`config.mk`:
```
export PLATFORM = sky130hd
export DESIGN_NAME = alu_ctrl
export DESIGN_NICKNAME = d
export VERILOG_FILES = /design/src/rtl/alu_pkg.sv /design/src/rtl/alu_regfile.sv /design/src/rtl/alu_ctrl.sv
export SDC_FILE = /design/constraint.sdc
export NUM_CORES = 1
export LEC_CHECK = 0
export BUFFER_PORTS_ARGS = -buffer_cell sky130_fd_sc_hd__clkbuf_2
export CAP_MARGIN = 10
export CELL_PAD_IN_SITES_DETAIL_PLACEMENT = 0
export CELL_PAD_IN_SITES_GLOBAL_PLACEMENT = 1
export CORE_MARGIN = 2
export CORE_UTILIZATION = 44
export DETAILED_ROUTE_END_ITERATION = 16
export PLACE_DENSITY_LB_ADDON = 0.1
export SYNTH_ARGS = -nofsm -noshare
export SYNTH_HDL_FRONTEND = slang
export SYNTH_SLANG_ARGS = --single-unit
export TNS_END_PERCENT = 20
```
`constraint.sdc`:
```
create_clock -name clk -period 4.8 [get_ports clk]
set_clock_uncertainty 0.05 [all_clocks]
set_input_delay 0.24 -clock clk [delete_from_list [all_inputs] [get_ports clk]]
set_output_delay 0.24 -clock clk [all_outputs]
set_load 0.01 [all_outputs]
```
`src/rtl/alu_pkg.sv`:
```
// Shared definitions for the ALU controller: opcode encodings and FSM state encoding.
// Used by alu_ctrl, alu_regfile and the testbench.
package alu_pkg;

    localparam logic [3:0] OP_MOV  = 4'b0000;
    localparam logic [3:0] OP_INC  = 4'b0001;
    localparam logic [3:0] OP_SUBB = 4'b0010;
    localparam logic [3:0] OP_SUB  = 4'b0011;
    localparam logic [3:0] OP_ADD  = 4'b0100;
    localparam logic [3:0] OP_ADDC = 4'b0101;
    localparam logic [3:0] OP_MOVB = 4'b0110;
    localparam logic [3:0] OP_DEC  = 4'b0111;
    localparam logic [3:0] OP_AND  = 4'b1000;
    localparam logic [3:0] OP_OR   = 4'b1001;
    localparam logic [3:0] OP_XOR  = 4'b1010;
    localparam logic [3:0] OP_NOT  = 4'b1011;

    typedef logic [1:0] state_t;

    localparam state_t ST_IDLE = 2'd0;
    localparam state_t ST_EXEC = 2'd1;
    localparam state_t ST_WB   = 2'd2;

endpackage

```
`src/rtl/alu_regfile.sv`:
```
// Register file: 2**AWIDTH x DSIZE, one synchronous write port, three combinational
// read ports; cleared by the asynchronous reset.
module alu_regfile
    import alu_pkg::*;
#(
    parameter int DSIZE  = 16,
    parameter int AWIDTH = 3
) (
    input  logic              clk,
    input  logic              rst_n,
    input  logic              we,
    input  logic [AWIDTH-1:0] waddr,
    input  logic [DSIZE-1:0]  wdata,
    input  logic [AWIDTH-1:0] raddr_a,
    output logic [DSIZE-1:0]  rdata_a,
    input  logic [AWIDTH-1:0] raddr_b,
    output logic [DSIZE-1:0]  rdata_b,
    input  logic [AWIDTH-1:0] raddr_c,
    output logic [DSIZE-1:0]  rdata_c
);

    localparam int NREGS = 1 << AWIDTH;

    logic [DSIZE-1:0] mem [NREGS];

    always_ff @(posedge clk or negedge rst_n) begin
        if (!rst_n) begin
            for (int i = 0; i < NREGS; i++) begin
                mem[i] <= '0;
            end
        end else if (we) begin
            mem[waddr] <= wdata;
        end
    end

    // Reads return pre-edge contents, so a same-cycle write is not forwarded.
    assign rdata_a = mem[raddr_a];
    assign rdata_b = mem[raddr_b];
    assign rdata_c = mem[raddr_c];

endmodule

```
`src/rtl/alu_ctrl.sv`:
```
// Three-state (IDLE/EXEC/WB) controller that sequences operands to an external ALU and
// writes results back. Optional macro ALU_CTRL_ZFLAG_EN adds a zero-flag output flag_z.
module alu_ctrl
    import alu_pkg::*;
#(
    parameter int OPSIZE = 4,
    parameter int DSIZE  = 16,
    parameter int AWIDTH = 3
) (
    input  logic              clk,
    input  logic              rst_n,
    input  logic              in_valid,
    output logic              in_ready,
    input  logic [OPSIZE-1:0] in_op,
    input  logic [AWIDTH-1:0] in_rd,
    input  logic [AWIDTH-1:0] in_ra,
    input  logic [AWIDTH-1:0] in_rb,
    input  logic              ext_wr,
    input  logic [AWIDTH-1:0] ext_addr,
    input  logic [DSIZE-1:0]  ext_wdata,
    output logic [DSIZE-1:0]  ext_rdata,
    output logic [OPSIZE-1:0] alu_op,
    output logic [DSIZE-1:0]  alu_a,
    output logic [DSIZE-1:0]  alu_b,
    input  logic [DSIZE-1:0]  alu_f,
    input  logic              alu_n,
    input  logic              alu_c,
    input  logic              alu_v,
    output logic              done,
    output logic              flag_n,
    output logic              flag_c,
    output logic              flag_v
`ifdef ALU_CTRL_ZFLAG_EN
    ,
    output logic              flag_z
`endif
);

    state_t state;
    state_t state_next;

    logic              accept;
    logic [AWIDTH-1:0] rd_q;
    logic [DSIZE-1:0]  res_q;
    logic              n_q;
    logic              c_q;
    logic              v_q;

    logic              rf_we;
    logic [AWIDTH-1:0] rf_waddr;
    logic [DSIZE-1:0]  rf_wdata;
    logic [DSIZE-1:0]  rd_a;
    logic [DSIZE-1:0]  rd_b;

    assign in_ready = (state == ST_IDLE);
    assign accept   = in_valid && in_ready;
    assign done     = (state == ST_WB);

    // Writeback and host writes never collide: host writes only land in IDLE.
    assign rf_we    = (state == ST_WB) || ((state == ST_IDLE) && ext_wr);
    assign rf_waddr = (state == ST_WB) ? rd_q  : ext_addr;
    assign rf_wdata = (state == ST_WB) ? res_q : ext_wdata;

    alu_regfile #(
        .DSIZE  (DSIZE),
        .AWIDTH (AWIDTH)
    ) u_regfile (
        .clk     (clk),
        .rst_n   (rst_n),
        .we      (rf_we),
        .waddr   (rf_waddr),
        .wdata   (rf_wdata),
        .raddr_a (in_ra),
        .rdata_a (rd_a),
        .raddr_b (in_rb),
        .rdata_b (rd_b),
        .raddr_c (ext_addr),
        .rdata_c (ext_rdata)
    );

    always_comb begin
        state_next = state;
        case (state)
            ST_IDLE: if (accept) state_next = ST_EXEC;
            ST_EXEC: state_next = ST_WB;
            ST_WB:   state_next = ST_IDLE;
            default: state_next = ST_IDLE;
        endcase
    end

    always_ff @(posedge clk or negedge rst_n) begin
        if (!rst_n) begin
            state <= ST_IDLE;
        end else begin
            state <= state_next;
        end
    end

    // ALU-facing registers load only on accept, so they hold their last values outside EXEC.
    always_ff @(posedge clk or negedge rst_n) begin
        if (!rst_n) begin
            alu_op <= '0;
            alu_a  <= '0;
            alu_b  <= '0;
            rd_q   <= '0;
        end else if (accept) begin
            alu_op <= in_op;
            alu_a  <= rd_a;
            alu_b  <= rd_b;
            rd_q   <= in_rd;
        end
    end

    always_ff @(posedge clk or negedge rst_n) begin
        if (!rst_n) begin
            res_q <= '0;
            n_q   <= 1'b0;
            c_q   <= 1'b0;
            v_q   <= 1'b0;
        end else if (state == ST_EXEC) begin
            res_q <= alu_f;
            n_q   <= alu_n;
            c_q   <= alu_c;
            v_q   <= alu_v;
        end
    end

    always_ff @(posedge clk or negedge rst_n) begin
        if (!rst_n) begin
            flag_n <= 1'b0;
            flag_c <= 1'b0;
            flag_v <= 1'b0;
        end else if (state == ST_WB) begin
            flag_n <= n_q;
            flag_c <= c_q;
            flag_v <= v_q;
        end
    end

`ifdef ALU_CTRL_ZFLAG_EN
    always_ff @(posedge clk or negedge rst_n) begin
        if (!rst_n) begin
            flag_z <= 1'b0;
        end else if (state == ST_WB) begin
            flag_z <= (res_q == '0);
        end
    end
`endif

endmodule
```
* Word level (Yosys, flattened, before mapping) *
Index checks and enable logic that the tools add are counted.

storage, ports and cells
  register bits after elaboration = 191
  input port bits = 55
  output and inout port bits = 57
  word-level logic and storage cells = 53

cells by class
  order comparisons = 5
  equal/unequal tests = 3
  mux-type cells = 16
  bitwise logic cells = 4
  reduce and logical (&&, ||, !) cells = 5

operators with widths
  cell                  count
  $bmux W16 S3          3
  $bwmux W128           1
  $mux W16              8
  $demux W16 S3         1
  $ge A4 B4 Y1 const B  4
  $not A3 Y4            4
  $lt A4 B1 Y1 const B  1
  $pmux W2 S2           1
  $logic_and A1 B1 Y1   3
  $mux W3               1
  $eq A2 B1 Y1 const B  1
  $eq A2 B2 Y1 const B  1
  $logic_not A2 Y1      1
  $mux W2               1
  $ne A2 B1 Y1 const B  1
  $logic_or A1 B1 Y1    1

* Logic depth before layout (Yosys ltp) *
  depth after elaboration = 8
  gate-level depth with buffers = 7
  mapped depth without buffers = 4

* Modules after synthesis *
From an unflattened synthesis, not the netlist that was laid out.

second synthesis, totals
  cells, all modules = 608
  area total of the unflattened synthesis = 10645.2 um^2

modules (own cells, without submodules)
  module       times used  cells an instance  area each (um^2)  seq. area each (um^2)
  alu_regfile  1           450                8071.5            3203.1
  alu_ctrl     1           158                2573.7            1576.5

* Least setup slack after synthesis *
No wires, ideal clock.

  kind = register to register
  from = register state[1]
  to = register u_regfile.mem[117] in the netlist's numbering
  library setup time = 0.127 ns
  arrival time = 1.777 ns
  data required time = 4.623 ns
  slack = 2.845 ns
  stages on the path, launching flop included = 7
  buffers on the path = 2
  clock period less this slack = 1.955 ns
  path through = dfrtp_1 > or3b_1 > a21oi_2 > nor2b_1 > buf_4 > buf_6 > mux2_1

on the way
  cells in the longest elaborated chain, start to end = 8
  elaborated cells between the ends (all ways) = 13
  those cells by class = 2 x order compare; 1 x eq/ne; 5 x mux; 1 x bitwise; 4 x reduce/logical

ends and longest elaborated chain
  what                                                                line                                            RTL
  start, declared                                                     alu_ctrl.sv:39                                  state_t state;
  start signal, assigned                                              alu_ctrl.sv:95                                  state <= state_next;
  $eq A2 B2 Y1                                                        alu_ctrl.sv:60, alu_ctrl.sv:61, alu_ctrl.sv:62
  $mux W3                                                             alu_ctrl.sv:61                                  assign rf_waddr = (state == ST_WB) ? rd_q : ext_addr;
  $not A3 Y4 (implied by the code)                                    alu_regfile.sv:32                               mem[waddr] <= wdata;
  $ge A4 B4 Y1 (implied by the code) or $lt A4 B1 Y1 (tied branches)  alu_regfile.sv:32
  $logic_and A1 B1 Y1 (implied by the code)                           alu_regfile.sv:32
  $mux W16 (implied by the code)                                      alu_regfile.sv:32
  $demux W16 S3                                                       alu_regfile.sv:32
  $bwmux W128                                                         alu_regfile.sv:32
  end signal, assigned by index                                       alu_regfile.sv:32
  end, declared                                                       alu_regfile.sv:24                               logic [DSIZE-1:0] mem [NREGS];

Parallel ways exist; a longest one is shown, timed or not.
A chain may end at the register's enable or synchronous reset.

* Worst setup path in the final report *
  from = register state[0]
  to = register u_regfile.mem[64] in the netlist's numbering

Same word-level chain as after synthesis.

==> flow_metrics.env <==
export IMPL_outcome="completed"
export IMPL_clkTransAtPathRegs_ns=0.08
export IMPL_cpPeakStageDelay_ns=0.66
export IMPL_powerDensity_nw_per_um2=568.5
export IMPL_rows=55
export IMPL_syn_cell_area_um2=10300
export IMPL_start_util_pct=45.21
export IMPL_fp_dieH_um=157.0
export IMPL_ir_drop_v=0.0002370
export IMPL_grt_pass1_vias=7551
export IMPL_rrSetupSlack_ns=1.95
export IMPL_nets=995
export IMPL_avgRoutedWirePerCell_um=22.98
export IMPL_synth_ff_type="dfrtp_1"
export IMPL_worst_setup_path_type="register to register"
export IMPL_coreArea_um2=22780
export IMPL_hold_end="u_regfile.mem[35]"
export IMPL_tritoncts_num_buffers=17
export IMPL_drive_gt1_share_pct=38.20
export IMPL_hold_depth=3
export IMPL_final_setup_viol_count=0
export IMPL_final_min_clock_period_ns=2.855
export IMPL_arrival_ns=3.12
export IMPL_grt_overflow=0
export IMPL_async_flop_share_pct=100.0
export IMPL_hp_start="ext_wdata[3]"
export IMPL_min_path_type="input pin to register"
export IMPL_dp_hpwl_um=18750
export IMPL_ys_ff_latch=191
export IMPL_dp_slack_ns=1.937
export IMPL_clock_fmax_ghz=0.3503
export IMPL_synthTopCellsByArea="dfrtp_1 (46%), mux2_2 (18%), mux2i_1 (13%)"
export IMPL_cts_max_path_buffers=2
export IMPL_r2r_start="state[0]"
export IMPL_gr_usage_all_layers_pct=24.70
export IMPL_synth_largest_area_cell="dfrtp_1"
export IMPL_syn_to_final_growth_pct=16.29
export IMPL_end_kind="register"
export IMPL_p_leak_uw=0.005548
export IMPL_syn_area_per_cell_um2=12.38
export IMPL_relSlewSlack_pct=21.35
export IMPL_synth_top_area_share_pct=46.41
export IMPL_die_w_um=157.0
export IMPL_gp_congestion=0.7830
export IMPL_dp_cells=1207
export IMPL_fin_cells=1267
export IMPL_nFillCells=1995
export IMPL_finalWorstSetupSlack_ns=1.945
export IMPL_clk_latency_ns=0.44
export IMPL_r2r_end="u_regfile.mem[64]"
export IMPL_ys_seq_area_share_pct=46.41
export IMPL_vias_per_cell=5.777
export IMPL_die_area_um2=24650
export IMPL_path_max_fanout=17
export IMPL_antenna_found_initial=0
export IMPL_rsz0062_at_grt="false"
export IMPL_numPortBuffers=111
export IMPL_ys_warn_count=0
export IMPL_drtPass1Iterations=5
export IMPL_fin_tns_setup_ns=0
export IMPL_r2r_worst_path_cells=5
export IMPL_cts_tree="yes"
export IMPL_critPathSlowestCell="nand2_1"
export IMPL_grt_pass1_wl_um=44940
export IMPL_cp_required_ns=5.07
export IMPL_vias=7320
export IMPL_path_cells="nand2b_1 -> buf_4 -> a31o_2 -> nand2_1 -> mux2_2"
export IMPL_drt_iter0_markers=535
export IMPL_io_pins=112
export IMPL_clock_sinks=191
export IMPL_netlist_cell_type_count=28
export IMPL_slew_violations=0
export IMPL_ant_nets=0
export IMPL_drv_cap=0
export IMPL_clock_root_buffer="clkbuf_16"
export IMPL_synthCells=832
export IMPL_drc=0
export IMPL_synth_edf_count=0
export IMPL_cts_resized=0
export IMPL_design_area_um2=11980
export IMPL_finalCritPeriodShare_pct=59.47
export IMPL_synth_commonest_cells="dfrtp_1 (191), mux2_2 (163), mux2i_1 (129)"
export IMPL_synth_most_common_cell="dfrtp_1"
export IMPL_grt_max_degree=112
export IMPL_whs_ns=0.2339
export IMPL_placed_area_um2=11090
export IMPL_cts_htree_levels=4
export IMPL_worst_pin_slew_ns=1.174
export IMPL_hold_violations=0
export IMPL_critPathLaunchType="register"
export IMPL_wl_um=29120
export IMPL_synthesis_nets=887
-- worst max path at each step --
| stage | endpoint | cells after the start | from | slack (ns) |
|---|---|---|---|---|
| floorplan | u_regfile.mem[117] | 6 | state[1] | 2.85 |
| global placement | u_regfile.mem[71] | 5 | state[0] | 2.04 |
| detailed placement | u_regfile.mem[64] | 5 | state[0] | 1.94 |
| CTS | u_regfile.mem[64] | 5 | state[0] | 1.92 |
| global route | u_regfile.mem[72] | 5 | state[0] | 1.76 |
| finish | u_regfile.mem[64] | 5 | state[0] | 1.95 |
-- through the flow --
step / power, µW / util [%]
3_5_place_dp: 5329 / 48.71
2_1_floorplan: 4500 / -
4_1_cts: 6837 / 52.57
3_3_place_gp: 5163 / 48.71
6_report: 6808 / 52.58
5_1_grt: 7251 / 52.57
-- worst max-delay path: cells and delay by family, from the launching register on --
family / cells / cell delay, ns
and+or+nand+nor: 2 / 1.13
DFF: 1 / 0.46
muxes: 1 / 0.42
buffers and inverters: 1 / 0.38
AOI/OAI and AO/OA: 1 / 0.29
-- registers in the layout (all words and copies together) (netlist names) --
register and cells:
u_regfile.mem 128, alu_a 16, alu_b 16, res_q 16, alu_op 4, rd_q 3, state 2, c_q 1
flag_c 1, flag_n 1, flag_v 1, n_q 1, v_q 1
-- metal layers --
metal	vias up	wire length, µm	global-route usage, %
li1	3282	-	-
met1	3741	13440	34.02
met2	242	13560	39.49
met3	55	1444	4.763
met4	0	676	7.951
met5	-	0	0
-- report_power, final --
part | internal (µW) | switching [µW] | total, µW
registers | 2350 | 666 | 3010
logic | 1260 | 1060 | 2320
clock network | 803 | 673 | 1480
total | 4410 | 2390 | 6810
-- layout make-up --
cell class | instances | area, µm² | share of cell area (%)
diodes | 1 | 2.502 | 0.02089
multi-input cells | 576 | 5249 | 43.83
well taps | 313 | 391.6 | 3.270
inverters | 4 | 15.01 | 0.1254
clock buffers | 18 | 439.2 | 3.667
repair buffers | 150 | 929.6 | 7.762
clock inverters | 14 | 170.2 | 1.421
flip-flops and latches | 191 | 4780 | 39.91
-- layout by cell type (no fill, tap or decap), drive strengths merged, types with 14 or more instances in the layout --
cell type    count
mux2i          129
clkbuf         127
nand2          122
mux4            32
dfrtp          191
dlygate4sd3     27
a22oi           64
o21ai           32
mux2           173
buf             14
-- kinds of logic (layout without fill, tap and decap cells) --
family          count (synthesis)  in the layout  share of synthesized area, %
other cells                     0              1                             0
buf+inv                        65            186                         2.819
flops                         191            191                         46.41
simple gates                  141            141                         5.734
mux                           334            334                         38.45
compound gates                101            101                         6.585
-- what timing repair did --
item                                   4_1_cts  5_1_grt
setup buffers                                0        0
endpoints found under the hold margin      135        0
hold buffers                                27        0
Note: power is estimated with default switching activity, not from simulation.
